**config.mk**
```make
export PLATFORM = sky130hd
export DESIGN_NAME = ir_link_arbiter
export DESIGN_NICKNAME = d
export VERILOG_FILES = /design/src/rtl/ir_link_arbiter.sv
export SDC_FILE = /design/constraint.sdc
export NUM_CORES = 1
export LEC_CHECK = 0
export ABC_AREA = 1
export BUFFER_PORTS_ARGS = -buffer_cell sky130_fd_sc_hd__buf_4
export CAP_MARGIN = 20
export CORE_MARGIN = 3
export CORE_UTILIZATION = 42
export DETAILED_ROUTE_END_ITERATION = 8
export GPL_TIMING_DRIVEN = 1
export PLACE_DENSITY = 0.75
export SYNTH_ARGS = -nofsm -noshare
export SYNTH_HDL_FRONTEND = slang
export SYNTH_SLANG_ARGS = --single-unit
```
**constraint.sdc**
```tcl
create_clock -name clock_i -period 1.41 [get_ports clock_i]
set_input_delay 0 -clock clock_i [delete_from_list [all_inputs] [get_ports clock_i]]
set_output_delay 0 -clock clock_i [all_outputs]
set_load 0.01 [all_outputs]
```
**src/rtl/ir_link_arbiter.sv**
```systemverilog
// Shares one IR transmitter between two requesters and sequences the half-duplex link.
// Define IR_ARB_FIXED_PRIO_EN for fixed priority (req0 wins ties); default is round-robin.
module ir_link_arbiter #(
  parameter int GUARD_CYCLES  = 16,
  parameter int START_TIMEOUT = 8
) (
  input  logic        clock_i,
  input  logic        reset_i,
  input  logic        req0_i,
  input  logic        req1_i,
  input  logic [31:0] data0_i,
  input  logic [31:0] data1_i,
  output logic        done0_o,
  output logic        done1_o,
  output logic        fail0_o,
  output logic        fail1_o,
  input  logic        rx_allow_i,
  output logic        rx_enable_o,
  output logic [31:0] tx_data_o,
  output logic        tx_start_o,
  input  logic        tx_busy_i,
  output logic        busy_o,
  output logic        owner_o
);

  localparam int CNT_MAX = (GUARD_CYCLES > START_TIMEOUT) ? GUARD_CYCLES : START_TIMEOUT;
  localparam int CW      = (CNT_MAX < 1) ? 1 : $clog2(CNT_MAX + 1);
  localparam logic [CW-1:0] TIMEOUT_LAST = CW'(START_TIMEOUT - 1);
  localparam logic [CW-1:0] GUARD_LAST   = CW'((GUARD_CYCLES > 0) ? GUARD_CYCLES - 1 : 0);
  localparam bit HAS_GUARD = (GUARD_CYCLES > 0);

  typedef enum logic [1:0] {
    S_IDLE      = 2'd0,
    S_WAIT_BUSY = 2'd1,
    S_WAIT_DONE = 2'd2,
    S_GUARD     = 2'd3
  } state_t;

  state_t        state_q, state_d;
  logic [CW-1:0] cnt_q, cnt_d;
  logic [31:0]   tx_data_q, tx_data_d;
  logic          owner_q, owner_d;
  logic          tx_start_q, tx_start_d;
  logic          done0_q, done0_d;
  logic          done1_q, done1_d;
  logic          fail0_q, fail0_d;
  logic          fail1_q, fail1_d;
  logic          rx_enable_q, rx_enable_d;
  logic          grant_sel;

  // Winner when at least one request is present; only meaningful in IDLE.
  always_comb begin
`ifdef IR_ARB_FIXED_PRIO_EN
    grant_sel = ~req0_i;
`else
    grant_sel = (req0_i && req1_i) ? ~owner_q : req1_i;
`endif
  end

  always_comb begin
    state_d    = state_q;
    cnt_d      = cnt_q;
    tx_data_d  = tx_data_q;
    owner_d    = owner_q;
    tx_start_d = 1'b0;
    done0_d    = 1'b0;
    done1_d    = 1'b0;
    fail0_d    = 1'b0;
    fail1_d    = 1'b0;

    case (state_q)
      S_IDLE: begin
        if (req0_i || req1_i) begin
          tx_data_d  = grant_sel ? data1_i : data0_i;
          owner_d    = grant_sel;
          tx_start_d = 1'b1;
          cnt_d      = '0;
          state_d    = S_WAIT_BUSY;
        end
      end
      S_WAIT_BUSY: begin
        if (tx_busy_i) begin
          state_d = S_WAIT_DONE;
        end else if (cnt_q == TIMEOUT_LAST) begin
          fail0_d = ~owner_q;
          fail1_d = owner_q;
          state_d = S_IDLE;
        end else begin
          cnt_d = cnt_q + 1'b1;
        end
      end
      S_WAIT_DONE: begin
        if (!tx_busy_i) begin
          done0_d = ~owner_q;
          done1_d = owner_q;
          if (HAS_GUARD) begin
            cnt_d   = GUARD_LAST;
            state_d = S_GUARD;
          end else begin
            state_d = S_IDLE;
          end
        end
      end
      S_GUARD: begin
        if (cnt_q == '0) begin
          state_d = S_IDLE;
        end else begin
          cnt_d = cnt_q - 1'b1;
        end
      end
      default: state_d = S_IDLE;
    endcase

    // Looks at the next state so the receiver is cut off in the same cycle as tx_start.
    rx_enable_d = rx_allow_i && (state_d == S_IDLE);
  end

  always_ff @(posedge clock_i or posedge reset_i) begin
    if (reset_i) begin
      state_q     <= S_IDLE;
      cnt_q       <= '0;
      tx_data_q   <= '0;
      owner_q     <= 1'b1;
      tx_start_q  <= 1'b0;
      done0_q     <= 1'b0;
      done1_q     <= 1'b0;
      fail0_q     <= 1'b0;
      fail1_q     <= 1'b0;
      rx_enable_q <= 1'b0;
    end else begin
      state_q     <= state_d;
      cnt_q       <= cnt_d;
      tx_data_q   <= tx_data_d;
      owner_q     <= owner_d;
      tx_start_q  <= tx_start_d;
      done0_q     <= done0_d;
      done1_q     <= done1_d;
      fail0_q     <= fail0_d;
      fail1_q     <= fail1_d;
      rx_enable_q <= rx_enable_d;
    end
  end

  assign done0_o     = done0_q;
  assign done1_o     = done1_q;
  assign fail0_o     = fail0_q;
  assign fail1_o     = fail1_q;
  assign rx_enable_o = rx_enable_q;
  assign tx_data_o   = tx_data_q;
  assign tx_start_o  = tx_start_q;
  assign busy_o      = (state_q != S_IDLE);
  assign owner_o     = owner_q;

endmodule

```
Yosys cells after proc, flatten, opt, wreduce, memory -nomap -nowiden --
Index checks and enable logic that the tools add are counted.
Storage, ports and cells: register bits after elaboration 46, bits of input ports 70, output and inout port bits 40, logic and storage cells 57
Operators by class: add/subtract/negate cells 2, equal/unequal tests 9, muxes and demuxes 26, bitwise operators 1, reduce and logical (&&, ||, !) cells 9
Operators with widths (number):
- $mux W32 | 1
- $mux W5 | 5
- $pmux W5 S4 | 1
- $mux W1 | 13
- $mux W2 | 5
- $ne A2 B2 Y1 const B | 5
- $pmux W2 S4 | 1
- $add A5 B1 Y5 const B | 1
- $eq A5 B3 Y1 const B | 1
- $logic_not A5 Y1 | 1
- $reduce_and A5 Y1 | 1
- $sub A5 B1 Y5 const B | 1
- $eq A2 B2 Y1 const B | 2
- $logic_not A2 Y1 | 2
- $eq A2 B1 Y1 const B | 1
- $logic_and A1 B1 Y1 | 2
- $reduce_and A2 Y1 | 1
- $reduce_bool A2 Y1 | 1
- $logic_or A1 B1 Y1 | 1
- $not A1 Y1 | 1

Longest topological paths before layout --
Gate-level depths: netlist of run 1.
depth in word-level cells 6, gate-level depth with buffers 10, mapped depth without buffers 9

Worst setup path after synthesis of run 1 --
Ideal clock, no wire load.
kind flip-flop to flip-flop, from register state_q[1], to register cnt_q[3], arrival time 1.391 ns, slack -0.097 ns, stages on the path, launching flop included 10, cell sequence dfrtp_1 nand2_4 inv_2 ha_1 a21oi_1 nand2_1 nand2_1 nand3_1 nand2_1 nand2_1
Between the ends: longest elaborated chain between the ends 3
Ends and longest elaborated chain:
- from (decl) | RTL line 39 | state_t state_q, state_d;
- from (signal assigned) | RTL line 131 | state_q <= state_d;
- $eq A2 B2 Y1 (tied with other cells) | RTL line 71 | case (state_q)
- $ne A2 B2 Y1 (no line)
- $reduce_and A5 Y1 (no line)
- to (signal assigned) | RTL line 132 | cnt_q <= cnt_d;
- to (decl) | RTL line 40 | logic [CW-1:0] cnt_q, cnt_d;
Several ways; a longest one is shown, not always the timed one. A chain may end at the register's enable or synchronous reset.

Final worst setup path of run 1 --
from register state_q[1], to register cnt_q[4]
Same word-level chain as after synthesis.

==> results.yml, run 1 <==
status:
  status: "complete, but fails checks"
  violations: "setup timing"
worst_setup_path:
  critPathMaxFanout: 6
  reg2reg_from: "state_q[1]$_DFF_PP0_"
  worstSetupStartpointType: "register"
  cp.arrival_ns: 1.64
  critical_path.startpoint: "state_q[1]$_DFF_PP0_"
  cp.required_ns: 1.63
  cp-end-kind: "register"
  reg2reg_depth: 8
  crit_type: "reg -> reg"
die:
  fp-row-count: 26
  pin_count: 110
  core-area_um2: 5200
  die_area_um2: 6420
  die_w_um: 80.1
  start_util_pct: 44.3
  die_y_um: 80.1
synth:
  ys_seq_area_share_pct: 49.9
  syn_nets: 358
  synth_area_um2: 2310
  synth_cell_type_count: 24
  syn_avg_cell_area_um2: 8.12
  yosysWarningCount: 0
  synth_top_cells_by_area: "dfrtp_1, nand2_1, o21ai_1"
  syn_inst: 284
  synth_top_area_share_pct: 48.8
  yosysTopAreaCell: "dfrtp_1"
  ys_ff_latch: 46
sta:
  max_slew_margin_pct: 71.1
  worst_slew_pin_slew_ns: 0.433
  layout_setup_ws_ns: -0.0126
  timing.fmax_mhz: 703
  finalCritPeriodShare_pct: 101
  hold_viol_final: 0
  timing.final.crit_period_ns: 1.42
  rsz0062_at_grt: "true"
  finalSetupViolations: 1
  drv_slew: 0
  finClkSkew_ns: 0.00752
cts:
  worst_skew_pair.late_latency_ns: 0.30
  cts-root-buf: "clkbuf_8"
  cts.sinks: 46
  path_clk_slew_ns: 0.09
  cts_max_level: 2
  cts_buffers: 5
  cts_tree: "yes"
  clock_path_buffers: 2
detailed_routing:
  avgViaCountPerCell: 4.98
  antenna_left: 0
  vias: 2623
  drt-initial-drc-count: 160
  first_pass_iters: 4
  drc_errors: 0
  wl_per_cell_um: 14.0
  wirelength_um: 7400
power_and_ir_drop:
  finalPower_mw: 7.04
  ir_worst_vdd_mv: 1.03
  p_leak_nw: 1.98
  power_density_nw_per_um2: 1790
placed_design:
  port_buffers: 109
  placed_cells: 467
  dp_hpwl_um: 4800
  dpl-instance-area_um2: 3310
  pre_cts_ws_ns: -0.0226
  gp_congestion: 0.843
global_route:
  track_usage_pct: 23.6
  grt_pass1_vias: 2652
  grt_first_pass_wirelength_um: 11800
  grt-ovfl-total: 0
  antenna_found_initial: 0
  grt_max_degree: 34
cells_and_area:
  fin_nets: 530
  final_area_um2: 3940
  diodes: 0
  final_core_util_pct: 75.6
  synthToLayoutAreaGrowth_pct: 70.6
  drive_gt1_share_pct: 34.1
  layout.cells.non_filler: 527
hold_path:
  hold_depth: 3
  holdCritStartpoint: "data0_i[30]"
  hold_class: "in -> reg"
job:
  max_cap_violations: 0
## report_power, final
part	internal, mW	switching [mW]
combinational	1.94	1.99
clock	0.351	0.440
sequential	1.92	0.399
total	4.21	2.83
## cell usage after synthesis (all sizes together)
cell	instances
nor3	5
nand3	9
dfstp	1
inv	21
dfrtp	45
ha	3
nand4	2
clkbuf	3
fa	1
a21oi	5
o21ai	70
nand2	69
buf	10
nor2	40
## final cells by class
type	count	area (um2)
repair buffers	178	1490
inverters	21	98.8
flip-flops and latches	46	1150
well taps	70	87.6
multi-input cells	204	1020
clock buffers	7	76.3
fillers	370	1270
clock inverters	1	7.51
## kinds of logic after synthesis
kind of cell / Yosys count / synth area share [%]
simple gates: 125 / 23.4
compound gates: 75 / 16.8
buf+inv: 34 / 7.38
fa+ha+maj: 4 / 2.49
flops: 46 / 49.9
## worst max-delay path, cell delays in order (launching register included)
cell	delay [ns]
dfrtp_2	0.45
nand2_4	0.12
inv_6	0.05
ha_4	0.23
a21oi_1	0.17
nand2_1	0.08
nand2_1	0.07
nand3_1	0.07
o21ai_1	0.12
## flip-flops by register name, summed over array words and instances (netlist names)
name and cells:
tx_start_o 1, rx_enable_o 1, tx_data_o 32, cnt_q 5
owner_o 1, fail0_o 1, done0_o 1, fail1_o 1
state_q 2, done1_o 1
## layout by cell type (no fill, tap or decap), types with 2 or more instances in the layout
cell type,synthesis,layout
buf_4,0,124
nand2_1,64,63
dlygate4sd3_1,0,51
dfrtp_1,45,44
nor2_1,39,39
o21ai_1,37,38
o21ai_0,33,32
inv_1,16,14
nand3_1,8,8
nor3_1,5,5
clkbuf_8,0,5
inv_2,3,4
nand2_2,3,4
a21oi_1,4,3
nand2_4,2,2
ha_4,0,2
clkbuf_1,3,2
buf_12,0,2
## path summary, 6_finish.rpt
path                                              to  slack, ns
setup reg to reg                cnt_q[4]$_DFFE_PP0P_      -0.01
min in group asynchronous       cnt_q[2]$_DFFE_PP0P_       0.26
hold reg to reg             tx_data_o[9]$_DFFE_PP0P_       0.49
max in group asynchronous  tx_data_o[11]$_DFFE_PP0P_       0.59
hold / removal             tx_data_o[30]$_DFFE_PP0P_      0.009
setup / recovery                cnt_q[4]$_DFFE_PP0P_      -0.01
## what timing repair did
action / in CTS / in global routing
setup endpoints to repair: 3 / 17
cloned: 0 / 0
buffers inserted: 0 / 1
resized for setup: 3 / 7
pin swaps: 2 / 4
hold buffers: 51 / 0
hold endpoints to repair: 55 / 0
## metrics by stage
stage	TNS [ns]	hold WS, ns
2_1_floorplan	0	0.0708
3_5_place_dp	-0.0328	0.0349
6_report	-0.0126	0.00901
5_1_grt	-0.170	0.00751
3_3_place_gp	0	0.0319
4_1_cts	0	0.00353
## layer usage
layer | vias to the layer above | global-route usage [%] | routed length (um)
li1 | 1269 | - | -
met1 | 1203 | 26.6 | 2850
met2 | 118 | 41.1 | 3750
met3 | 33 | 5.38 | 498
met4 | 0 | 12.7 | 303
met5 | - | 0 | 0
Power figures use the tool's default switching activity.
==> run 2: changes to the inputs <==
- clock period: 1.41 -> 1.2 ns (I/O delays scaled with it)
==> run 2 against run 1 <==
  * Power rose by 35%
  * The flow still finishes with violations (setup timing)
  * Fmax fell by 3.5%
  * Register-to-register slack got worse by 0.26 ns
  * Worst hold slack got worse by 0.0067 ns
  * Global-route usage rose by 5.3 points
  * Critical endpoint is now cnt_q[1]$_DFFE_PP0P_
  * Final cell count rose by 3.8%
  * Sequential power rose by 19%
  * Die area did not move
  * Clock skew fell by 0.00066 ns
  * Clock power rose by 29%
==> results.yml, run 2 (synthesis gave the netlist of run 1 again) <==
die:
  fp-row-count: 26
  core-area_um2: 5200
  pin_count: 110
  die_area_um2: 6420
  die_w_um: 80.1
  start_util_pct: 44.3
  die_y_um: 80.1
cells_and_area:
  fin_nets: 550
  final_area_um2: 4330
  n_fill_cell: 273
  largest_reg_flops: 32
  mostFrequentLayoutCells: "buf_4, nand2_1, dlygate4sd3_1"
  diodes: 0
  synthToLayoutAreaGrowth_pct: 87.8
  drive_gt1_share_pct: 40.7
  mostFrequentLayoutCell: "buf_4"
detailed_routing:
  wirelength_um: 9220
  antenna_left: 0
  first_pass_iters: 5
  drt-initial-drc-count: 202
  vias: 2888
  drc_errors: 0
  wl_per_cell_um: 16.9
  avgViaCountPerCell: 5.28
sta:
  hold_viol_final: 0
  timing.fmax_mhz: 678
  worst_slew_pin_slew_ns: 0.443
  drv_slew: 0
  rsz0062_at_grt: "true"
  finalSetupViolations: 46
  max_slew_margin_pct: 70.4
  layout_setup_ws_ns: -0.275
  finalCritPeriodShare_pct: 123
  finClkSkew_ns: 0.00687
  timing.final.crit_period_ns: 1.47
power_and_ir_drop:
  finalPower_mw: 9.48
  power_density_nw_per_um2: 2190
  ir_worst_vdd_mv: 1.26
  p_leak_nw: 2.13
cts:
  cts.sinks: 46
  cts_max_level: 2
  cts_tree: "yes"
  clock_path_buffers: 2
  cts_buffers: 5
  worst_skew_pair.late_latency_ns: 0.30
  cts-root-buf: "clkbuf_8"
  path_clk_slew_ns: 0.09
placed_design:
  port_buffers: 109
  gp_congestion: 0.831
  dp_hpwl_um: 5180
  dpl-instance-area_um2: 3420
worst_setup_path:
  cp.required_ns: 1.43
  cp_num_buf_inv: 2
  slowest_stage: "dfrtp_2"
  worstSetupStartpointType: "register"
  crit_type: "reg -> reg"
  reg2reg_from: "state_q[1]$_DFF_PP0_"
  cp_top_family: "simple AND/OR/NAND/NOR gates"
  cp_slowest_stage_delay_ns: 0.47
  critical_path.startpoint: "state_q[1]$_DFF_PP0_"
  critPathMaxFanout: 7
  crit_chain: "buf_4 > nor2_4 > nand2_4 > nand2_4 > nand3_4 > inv_4 > nand2_1 > nand2_1"
  cp.arrival_ns: 1.71
  cp-end-kind: "register"
global_route:
  track_usage_pct: 28.9
  grt_first_pass_wirelength_um: 14400
  antenna_found_initial: 0
  grt-ovfl-total: 0
  grt_max_degree: 34
  grt_pass1_vias: 3031
hold_path:
  holdCritStartpoint: "data0_i[27]"
  hold_class: "in -> reg"
status:
  status: "complete, but fails checks"
  violations: "setup timing"
job:
  max_cap_violations: 0
-- run 2: cell count changes in the layout (fill, tap and decap cells not counted), sizes merged --
cell	before	now
inv	20	22
buf	127	143
clkinvlp	1	0
dlygate4sd3	51	54
-- run 2: worst register-to-register path, delay by kind of cell, from the launching register on --
kind                   cells  cell delay (ns)
buffers and inverters      2             0.29
and+or+nand+nor            6             0.65
DFF                        1             0.47
-- run 2: repair_timing --
action | in CTS | in global routing
cloned | 1 | 1
hold buffers | 54 | 0
buffers inserted | 5 | 4
setup endpoints to repair | 46 | 46
endpoints found under the hold margin | 54 | 0
gates resized for setup | 35 | 18
pin swaps | 11 | 7
-- run 2: power by group --
group | switching, mW | internal (mW) | leakage, nW
Sequential | 0.514 | 2.26 | 0.563
Combinational | 2.96 | 2.73 | 1.52
Clock | 0.543 | 0.477 | 0.0489
Total | 4.01 | 5.47 | 2.13
-- run 2: metal layers --
metal | up-vias | global-route usage [%] | share of wire (%)
met5 | - | 0 | 0
met4 | 0 | 13.0 | 4.1
met3 | 44 | 8.18 | 7.1
met2 | 168 | 50.7 | 52
met1 | 1366 | 32.3 | 37
li1 | 1310 | - | -
-- run 2: area by class of cell --
type                            count  area [um2]  share of cell area [%]
Timing Repair inverter              1        8.76                   0.202
Timing Repair Buffer              197        1740                    40.2
Clock inverter                      1        8.76                   0.202
Sequential cell                    46        1150                    26.7
Inverter                           21         106                    2.45
Multi-Input combinational cell    204        1140                    26.3
Tap cell                           70        87.6                    2.02
Clock buffer                        7        86.3                    1.99
-- run 2: through the flow --
stage / instances / hold WS [ns] / setup WS [ns] / util (%) / setup TNS [ns]
final: 547 / 0.00234 / -0.275 / 83.2 / -7.56
after global routing: 547 / 0.0173 / -0.343 / 83.2 / -10.42
after CTS: 542 / 0.000445 / -0.245 / 81.0 / -2.13
after detailed placement: 476 / 0.0311 / -0.280 / 65.7 / -6.01
after global placement: 476 / 0.0285 / -0.225 / 65.7 / -4.63
after floorplan: 284 / 0.0708 / -0.147 / - / -0.496
-- run 2: worst paths after layout --
kind,end,cells after the start,slack (ns)
max,cnt_q[1]$_DFFE_PP0P_,8,-0.27
min,tx_data_o[27]$_DFFE_PP0P_,3,0.002
max reg2reg,cnt_q[1]$_DFFE_PP0P_,8,-0.27
min reg2reg,tx_data_o[13]$_DFFE_PP0P_,2,0.50
max in group asynchronous,tx_data_o[9]$_DFFE_PP0P_,4,0.39
min in group asynchronous,tx_data_o[24]$_DFFE_PP0P_,3,0.27
==> run 3: changes to the inputs <==
- MAX_ROUTING_LAYER: default -> met4
==> run 3 against run 2 <==
  * The run ends with hold timing, setup timing left
  * Core utilization did not move
  * Via count grew 0.90%
  * Die area stayed put
  * First-iteration DRC count rose by 6.4%
  * Power is 0.13% higher
  * Critical endpoint is now cnt_q[4]$_DFFE_PP0P_
  * Largest power group unchanged
  * Highest routed layer unchanged
==> results.yml, run 3 (synthesis gave the netlist of run 1 again) <==
cts:
  path_clk_slew_ns: 0.09
  cts.sinks: 46
  cts_tree: "yes"
  cts_max_level: 2
  worst_skew_pair.late_latency_ns: 0.30
  clock_path_buffers: 2
  cts_buffers: 5
  cts-root-buf: "clkbuf_8"
cells_and_area:
  synthToLayoutAreaGrowth_pct: 87.8
  n_fill_cell: 273
  largest_reg_flops: 32
  final_area_um2: 4330
  final_core_util_pct: 83.2
  diodes: 0
  mostFrequentLayoutCell: "buf_4"
  mostFrequentLayoutCells: "buf_4, nand2_1, dlygate4sd3_1"
  fin_nets: 550
  drive_gt1_share_pct: 40.7
  layout.cells.non_filler: 547
detailed_routing:
  first_pass_iters: 5
  antenna_left: 0
  wirelength_um: 9300
  drt-initial-drc-count: 215
  wl_per_cell_um: 17.0
  drc_errors: 0
  vias: 2914
  avgViaCountPerCell: 5.33
global_route:
  antenna_found_initial: 0
  track_usage_pct: 29.7
  grt-ovfl-total: 0
  grt_pass1_vias: 3026
  grt_first_pass_wirelength_um: 14400
  grt_max_degree: 34
die:
  pin_count: 110
  core-area_um2: 5200
  fp-row-count: 26
  start_util_pct: 44.3
  die_area_um2: 6420
  die_w_um: 80.1
  die_y_um: 80.1
sta:
  drv_slew: 0
  timing.fmax_mhz: 678
  fin_setup_tns_ns: -7.60
  timing.final.crit_period_ns: 1.48
  finalCritPeriodShare_pct: 123
  worst_slew_pin_slew_ns: 0.440
  max_slew_margin_pct: 70.6
  hold_slack_ns: -0.00182
  finClkSkew_ns: 0.00532
  rsz0062_at_grt: "true"
  finalSetupViolations: 46
  hold_viol_final: 1
  layout_setup_ws_ns: -0.275
worst_setup_path:
  reg2reg_depth: 8
  cp-end-kind: "register"
  worstSetupStartpointType: "register"
  crit_type: "reg -> reg"
  r2r_slack_ns: -0.28
  cp.arrival_ns: 1.66
  reg2reg_from: "state_q[0]$_DFF_PP0_"
  critPathMaxFanout: 3
  cp.required_ns: 1.38
  r2r_end: "cnt_q[4]$_DFFE_PP0P_"
placed_design:
  port_buffers: 109
  placed_cells: 476
  dpl-instance-area_um2: 3420
  gp_congestion: 0.844
  dp_hpwl_um: 5180
status:
  violations: "hold timing, setup timing"
  status: "complete, but fails checks"
job:
  max_cap_violations: 0
hold_path:
  hold_depth: 3
  hold_class: "in -> reg"
  holdPathEnd: "tx_data_o[27]$_DFFE_PP0P_"
  holdCritStartpoint: "data0_i[27]"
power_and_ir_drop:
  ir_worst_vdd_mv: 1.26
  power_density_nw_per_um2: 2190
  p_leak_nw: 2.13
-- run 3: cell counts in the layout (fill, tap and decap cells not counted) --
No cell type changed its count.
-- run 3: worst max path at each step --
stage | startpoint | to
2_1_floorplan | state_q[1]$_DFF_PP0_ | cnt_q[3]$_DFFE_PP0P_
3_3_place_gp | state_q[0]$_DFF_PP0_ | cnt_q[4]$_DFFE_PP0P_
3_5_place_dp | state_q[0]$_DFF_PP0_ | cnt_q[4]$_DFFE_PP0P_
4_1_cts | state_q[1]$_DFF_PP0_ | cnt_q[4]$_DFFE_PP0P_
5_1_grt | state_q[1]$_DFF_PP0_ | cnt_q[1]$_DFFE_PP0P_
6_report | state_q[0]$_DFF_PP0_ | cnt_q[4]$_DFFE_PP0P_
-- run 3: routing by layer --
metal / wire (um) / vias up / global-route usage [%]
met2: 4840 / 187 / 50.4
met4: 352 / 0 / 12.8
li1: - / 1314 / -
met5: 0 / - / -
met3: 623 / 44 / 6.39
met1: 3480 / 1369 / 33.9
-- run 3: worst max-delay path, stage by stage, from the launching register on --
cell and delay [ns]:
dfrtp_2 0.46, nand2_8 0.08, fa_2 0.37, inv_2 0.08
nand3_1 0.08, nand2_1 0.07, nand2_1 0.07, nand3_2 0.08
o21ai_1 0.06
-- run 3: timing repair --
item / 4_1_cts / 5_1_grt
setup buffers: 5 / 4
hold endpoints to repair: 54 / 0
endpoints found under the setup margin: 46 / 46
hold buffers: 54 / 0
pin swaps: 11 / 7
gates resized for setup: 35 / 18
cloned: 1 / 1
-- run 3: cell type report --
class                   instances  area, um2  share of cell area [%]
well taps                      70       87.6                    2.02
flip-flops and latches         46       1150                    26.7
repair buffers                197       1740                    40.2
clock buffers                   7       86.3                    1.99
repair inverters                1       8.76                   0.202
inverters                      21        106                    2.45
clock inverters                 1       8.76                   0.202
multi-input cells             204       1140                    26.3
-- run 3: power breakdown --
group	internal [mW]	switching (mW)
registers	2.26	0.511
clock network	0.477	0.542
logic	2.74	2.97
total	5.47	4.02
-- run 3: metrics by stage --
step	power, mW	setup WS [ns]
4_1_cts	8.90	-0.245
6_report	9.49	-0.275
3_3_place_gp	7.21	-0.225
5_1_grt	10.1	-0.346
2_1_floorplan	5.32	-0.147
3_5_place_dp	7.39	-0.280
